<file path="src/rtl/axi4_lite_slave_regs.sv">
// AXI4-Lite register bank: independent AW/W holding slots, one outstanding write
// and one outstanding read, every output registered.
module axi4_lite_slave_regs #(
  parameter int C_ADDR_BITS  = 16,
  parameter int C_DATA_WIDTH = 32,
  parameter int C_REG_COUNT  = 16,
  localparam int IDX_W  = $clog2(C_REG_COUNT),
  localparam int STRB_W = C_DATA_WIDTH / 8
) (
  input  logic                              MCLK,
  input  logic                              nRST,
  input  logic [C_ADDR_BITS-1:0]            S_AWADDR,
  input  logic                              S_AWVALID,
  output logic                              S_AWREADY,
  input  logic [C_DATA_WIDTH-1:0]           S_WDATA,
  input  logic [STRB_W-1:0]                 S_WSTRB,
  input  logic                              S_WVALID,
  output logic                              S_WREADY,
  output logic [1:0]                        S_BRESP,
  output logic                              S_BVALID,
  input  logic                              S_BREADY,
  input  logic [C_ADDR_BITS-1:0]            S_ARADDR,
  input  logic                              S_ARVALID,
  output logic                              S_ARREADY,
  output logic [C_DATA_WIDTH-1:0]           S_RDATA,
  output logic [1:0]                        S_RRESP,
  output logic                              S_RVALID,
  input  logic                              S_RREADY,
  output logic [C_DATA_WIDTH*C_REG_COUNT-1:0] REGS,
  output logic                              REG_WE,
  output logic [IDX_W-1:0]                  REG_INDEX
);

  localparam logic [1:0]  RESP_OKAY  = 2'b00;
  localparam logic [1:0]  RESP_SLVERR = 2'b10;
  localparam logic [31:0] ADDR_LIMIT = 32'(4 * C_REG_COUNT);

  logic                                      aw_full, w_full;
  logic [C_ADDR_BITS-1:0]                    aw_addr;
  logic [C_DATA_WIDTH-1:0]                   w_data;
  logic [STRB_W-1:0]                         w_strb;
  logic [C_REG_COUNT-1:0][C_DATA_WIDTH-1:0]  regs;

  logic aw_hs, w_hs, ar_hs, commit;
  logic aw_full_n, w_full_n, bvalid_n, rvalid_n;
  logic wr_ok, rd_ok;
  logic [IDX_W-1:0] wr_idx, rd_idx;

  // Handshake rule: a beat transfers on a rising MCLK edge where VALID and READY
  // are both high; a source holds VALID and payload steady until that edge.
  // READY flags are computed from next-state slot/response values so they are
  // registered and never depend combinationally on any VALID.
  assign aw_hs  = S_AWVALID & S_AWREADY;
  assign w_hs   = S_WVALID & S_WREADY;
  assign ar_hs  = S_ARVALID & S_ARREADY;
  assign commit = aw_full & w_full;

  assign aw_full_n = !commit && (aw_full || aw_hs);
  assign w_full_n  = !commit && (w_full || w_hs);
  assign bvalid_n  = commit || (S_BVALID && !S_BREADY);
  assign rvalid_n  = ar_hs || (S_RVALID && !S_RREADY);

  assign wr_ok  = 32'(aw_addr) < ADDR_LIMIT;
  assign rd_ok  = 32'(S_ARADDR) < ADDR_LIMIT;
  assign wr_idx = aw_addr[IDX_W+1:2];
  assign rd_idx = S_ARADDR[IDX_W+1:2];

  assign REGS = regs;

  always_ff @(posedge MCLK or negedge nRST) begin
    if (!nRST) begin
      aw_full   <= 1'b0;
      w_full    <= 1'b0;
      aw_addr   <= '0;
      w_data    <= '0;
      w_strb    <= '0;
      regs      <= '0;
      S_AWREADY <= 1'b0;
      S_WREADY  <= 1'b0;
      S_BVALID  <= 1'b0;
      S_BRESP   <= RESP_OKAY;
      S_ARREADY <= 1'b0;
      S_RVALID  <= 1'b0;
      S_RDATA   <= '0;
      S_RRESP   <= RESP_OKAY;
      REG_WE    <= 1'b0;
      REG_INDEX <= '0;
    end else begin
      aw_full   <= aw_full_n;
      w_full    <= w_full_n;
      S_AWREADY <= !aw_full_n && !bvalid_n;
      S_WREADY  <= !w_full_n && !bvalid_n;
      S_BVALID  <= bvalid_n;
      REG_WE    <= 1'b0;

      if (aw_hs) aw_addr <= S_AWADDR;
      if (w_hs) begin
        w_data <= S_WDATA;
        w_strb <= S_WSTRB;
      end

      if (commit) begin
        S_BRESP <= wr_ok ? RESP_OKAY : RESP_SLVERR;
        if (wr_ok) begin
          for (int k = 0; k < STRB_W; k++) begin
            if (w_strb[k]) regs[wr_idx][8*k +: 8] <= w_data[8*k +: 8];
          end
          REG_WE    <= 1'b1;
          REG_INDEX <= wr_idx;
        end
      end

      // The read samples regs before this edge's commit lands, so a same-edge
      // read of the written register returns the old contents.
      S_ARREADY <= !rvalid_n;
      S_RVALID  <= rvalid_n;
      if (ar_hs) begin
        S_RDATA <= rd_ok ? regs[rd_idx] : '0;
        S_RRESP <= rd_ok ? RESP_OKAY : RESP_SLVERR;
      end
    end
  end

endmodule

</file>
<file path="config.mk">
export PLATFORM = sky130hd
export DESIGN_NAME = axi4_lite_slave_regs
export DESIGN_NICKNAME = d
export VERILOG_FILES = /design/src/rtl/axi4_lite_slave_regs.sv
export SDC_FILE = /design/constraint.sdc
export NUM_CORES = 1
export LEC_CHECK = 0
export CORE_ASPECT_RATIO = 0.6
export CORE_MARGIN = 3
export CORE_UTILIZATION = 50
export DETAILED_ROUTE_END_ITERATION = 7
export MAX_ROUTING_LAYER = met4
export PLACE_DENSITY = 0.8
export SYNTH_ARGS = -nofsm -noshare
export SYNTH_HDL_FRONTEND = slang
export SYNTH_SLANG_ARGS = --single-unit
</file>
<file path="constraint.sdc">
create_clock -name MCLK -period 2.25 [get_ports MCLK]
set_clock_uncertainty 0.05 [all_clocks]
set_input_delay 0.45 -clock MCLK [delete_from_list [all_inputs] [get_ports MCLK]]
set_output_delay 0.45 -clock MCLK [all_outputs]
set_load 0.05 [all_outputs]
</file>
---- After elaboration in Yosys (flattened, before gate mapping) ----
Index checks and enable logic that the tools add are counted.
storage, ports and cells
  register bits ........................... 612
  output and inout bits ................... 558
  logic and storage cells ................. 88
operators by class
  $lt $le $gt $ge ......................... 5
  multiplexer cells ....................... 29
  bitwise logic cells ..................... 4
  reductions and logical operators ........ 19
operators by type and width
  operator                                                           number
  two-way mux 512 bit                                                10
  bitwise mux 512 bit                                                4
  demux 32 bit (select 4 bit)                                        4
  binary-select mux 32 bit (select 4 bit)                            1
  two-way mux 32 bit                                                 3
  < comparator 16 x 7 -> 1 bit, second input constant                2
  two-way mux 24 bit                                                 1
  two-way mux 16 bit                                                 1
  < comparator 4 x 5 -> 1 bit, second input constant                 2
  two-way mux 8 bit                                                  1
  logical AND 1 bit                                                  7
  logical NOT 1 bit                                                  7
  AND 1 bit                                                          4
  greater-or-equal comparator 4 x 1 -> 1 bit, second input constant  1
  logical OR 1 bit                                                   4
  two-way mux 2 bit                                                  2
  two-way mux 1 bit                                                  2
  AND reduction 2 bit                                                1

---- Longest topological paths before layout ----
  depth in word-level cells ............... 18
  gate-level depth with buffers ........... 7

---- Worst setup path after synthesis ----
Ideal clock, no wire load.
  path kind ............................... register -> register
  from .................................... register aw_addr[11]
  to ...................................... register regs (netlist bit REGS[128])
  data arrival time ....................... 1918 ps
  data required time ...................... 2075 ps
  path slack .............................. 157 ps
  cell stages (with the launch flop) ...... 6
  path buffers ............................ 1
  period minus slack after synthesis ...... 2093 ps
  cells stage by stage .................... dfrtp_1 nor4_4 buf_6 nand4_4 nor2_8 mux2_2
between the ends
  cells in the longest elaborated chain, start to end .. 2
RTL lines
  element                               line  text
  start: declaration                    39    logic [C_ADDR_BITS-1:0] aw_addr;
  start signal: assignment              74    aw_addr <= '0;
  start signal: assignment              96    if (aw_hs) aw_addr <= S_AWADDR;
  < comparator 16 x 7 -> 1 bit          63    assign wr_ok = 32'(aw_addr) < ADDR_LIMIT;
  AND reduction 2 bit (no source line)  n/a
  end signal: indexed assignment        106   if (w_strb[k]) regs[wr_idx][8*k +: 8] <= w_data[8*k +: 8];
  end: declaration                      42    logic [C_REG_COUNT-1:0][C_DATA_WIDTH-1:0] regs;
No other way between the ends.
A chain may end at the register's enable or synchronous reset.

---- Worst setup path after layout ----
  from .................................... register aw_addr[6]
  to ...................................... register regs (netlist bit REGS[467])
Same word-level chain as after synthesis.

==> results.yml <==
run_status:
  status: "finished, final reports clean"
timing:
  period_needed_ns: 2.185
  setup-tns-final_ns: 0
  fmax_ghz: 0.4578
  timing_hold_violations_final: 0
  setup_viol: 0
  worst_slew_pin_slew_ns: 0.6940
  period_share_pct: 97.09
  slew_headroom_pct: 53.73
  holdWs_ns: 0.3844
  slew_viol_final: 0
floorplan:
  rows: 65
  chipWidth_um: 309.0
  die_y_um: 187.8
  core-area_um2: 53510
  initial_core_util_pct: 51.48
  die_area_um2: 58050
  ios: 633
critical_path:
  critPathKind: "flip-flop to flip-flop"
  rrSetupSlack_ns: 0.07
  crit_path_start: "aw_addr[6]"
  arrival_ns: 2.60
  worstReg2RegStart: "aw_addr[6]"
  path_max_fanout: 8
  startpoint_type: "flip-flop"
  end_kind: "flip-flop"
  crit_required_ns: 2.67
layout:
  nets: 2787
  stdcell_count: 3465
  layout-drive-gt1-share_pct: 32.44
  final_area_um2: 37490
  syn_to_final_growth_pct: 36.08
yosys:
  synth_area_per_cell_um2: 13.87
  synth_cell_types: 38
  ys_warn_count: 0
  yosysTopAreaCellShare_pct: 55.22
  synth_area_leaders: "dfrtp_1 (55%), mux2_2 (22%), mux2i_1 (9.4%)"
  synth_top_area_cell: "dfrtp_1"
  synth_seq_cells: 608
  synth-seq-area-share_pct: 55.22
  syn_inst: 1987
  synth_area_um2: 27550
cts:
  cts_max_level: 2
  cts-buffers-inserted: 56
  cts_root_buf: "clkbuf_16"
  clock_sinks: 608
  clkSlewWorstSetupHoldPaths_ns: 0.06
  clockBufferDepth: 3
  clk_latency_ns: 0.58
  cts_tree: "done"
pwr:
  powerDensity_nw_per_um2: 682.9
  finalPower_mw: 25.60
  leakage_nw: 20.49
  ir_drop_mv: 0.6335
placed_design:
  dp_cells: 3340
  io_buffers: 626
  place_congestion: 0.9111
  dpl.hpwl_mm: 68.49
  post_dp_cell_area_um2: 36140
route:
  first_pass_iters: 7
  vias_per_cell: 5.968
  vias: 20680
  wl_mm: 96.69
  drtAntennaViolNets: 0
  initialDrtViolationCount: 1933
  drcViolationCount: 0
  wire_per_inst_um: 27.90
global_route:
  grt_pass1_wl_mm: 142.9
  grt_start_max_net_pins: 76
  overflow: 0
  grt_pass1_vias: 21370
  antenna_found_initial: 9
  grt.total_usage_pct: 33.61
min_path:
  hold_class: "primary input to async pin"
flow_run:
  drv_cap: 0
[critical path, cell delays in order (launching register included)]
cell       delay [ns]
dfrtp_1          0.41
nor4_4           0.29
buf_6            0.17
clkbuf_16        0.15
nand4_1          0.15
buf_4            0.20
nor2_2           0.13
buf_12           0.17
mux2_2           0.35
[layout make-up]
type | instances | area, um2
fill | 3902 | 16020
sequential | 608 | 15210
multi-input combinational | 1262 | 11860
timing repair buffer | 781 | 7726
clock buffer | 86 | 1645
tap | 703 | 879.6
clock inverter | 13 | 128.9
antenna | 9 | 22.52
inverter | 3 | 11.26
[per-stage QoR]
step	setup WS, ns	utilization (%)
floorplan	0.1573	-
global route	-0.009181	70.06
global placement	-0.1898	67.53
detailed placement	-0.1754	67.53
finish	0.06545	70.06
CTS	-0.004979	69.75
[path summary, 6_finish.rpt]
check                              end  depth (start not counted)
max in group asynchronous      REGS[7]                          3
min in group MCLK           w_data[17]                          2
hold / removal               REGS[226]                          2
setup / recovery             REGS[467]                          8
setup reg to reg             REGS[467]                          8
hold reg to reg            S_RDATA[14]                          2
[cell usage in the layout (no fill, tap or decap), types with 2 or more instances in the layout]
master / synthesis / layout
clkinvlp_4: 0 / 4
nand4_1: 6 / 6
clkinv_2: 0 / 6
dfrtp_1: 608 / 608
clkbuf_8: 0 / 11
o22ai_1: 64 / 64
nor2_2: 25 / 25
nand4_4: 9 / 10
clkdlybuf4s50_1: 0 / 67
o31ai_1: 32 / 32
clkbuf_16: 0 / 59
nand2_1: 36 / 33
buf_12: 0 / 78
mux2i_1: 258 / 258
o21ai_0: 33 / 33
diode_2: 0 / 9
mux2_2: 542 / 542
nor2_1: 99 / 98
dlygate4sd2_1: 0 / 532
buf_4: 5 / 97
inv_1: 3 / 3
nor2_4: 23 / 24
buf_8: 0 / 2
a21oi_1: 2 / 2
clkbuf_1: 75 / 18
bufinv_16: 0 / 2
nor3_1: 33 / 33
nor4_1: 34 / 34
nor2_8: 16 / 16
nand2_2: 4 / 7
nor2b_1: 4 / 4
nor4_4: 2 / 2
mux2_1: 24 / 24
conb_1: 1 / 2
and2_1: 2 / 2
[logic make-up after synthesis]
kind of cell	synth area share, %
AO/OA/AOI/OAI	3.038
buffers and inverters	1.876
flip-flops	55.22
other	0.01361
multiplexers	32.51
AND/OR/NAND/NOR	7.343
[synth_stat cells (all sizes together)]
cell type	number
nor3	33
nand3	2
and2b	1
clkbuf	75
dfrtp	608
a211oi	1
nor3b	1
nor2b	4
o21ai	33
and2	2
and4bb	1
a21oi	2
a31oi	1
nor2	163
o22ai	64
nand4	16
buf	40
nor4	36
conb	1
mux2i	258
inv	3
or2	1
nand2b	2
o31ai	32
nand2	40
mux2	566
a21o	1
[where the power goes]
part           internal (mW)  total (mW)  switching (mW)
logic                   1.31        3.02            1.71
clock network           5.24        9.44            4.19
registers               11.4        13.1            1.70
total                   18.0        25.6            7.61
[per-layer routing]
metal	part of all wire, %	up-vias	wire length (um)	GRT usage (%)
li1	-	8701	-	-
met1	41	10620	39870	44.45
met2	46	1106	44100	50.43
met3	9.2	248	8917	8.343
met4	3.9	0	3801	12.38
met5	0	-	0	-
[sequential cells by signal, summed over array words and instances, names as in the netlist, 4 cells and up]
register   flops
REGS         512
REG_INDEX      4
S_RDATA       32
aw_addr       14
w_data        32
w_strb         4
[what timing repair did]
item,in CTS,in global routing
pin swaps,2,3
hold endpoints to repair,30,0
setup endpoints to repair,600,147
buffers inserted,5,9
gates cloned,0,2
gates resized for setup,533,3
hold buffers,1,0
Note: power is estimated with default switching activity, not from simulation.
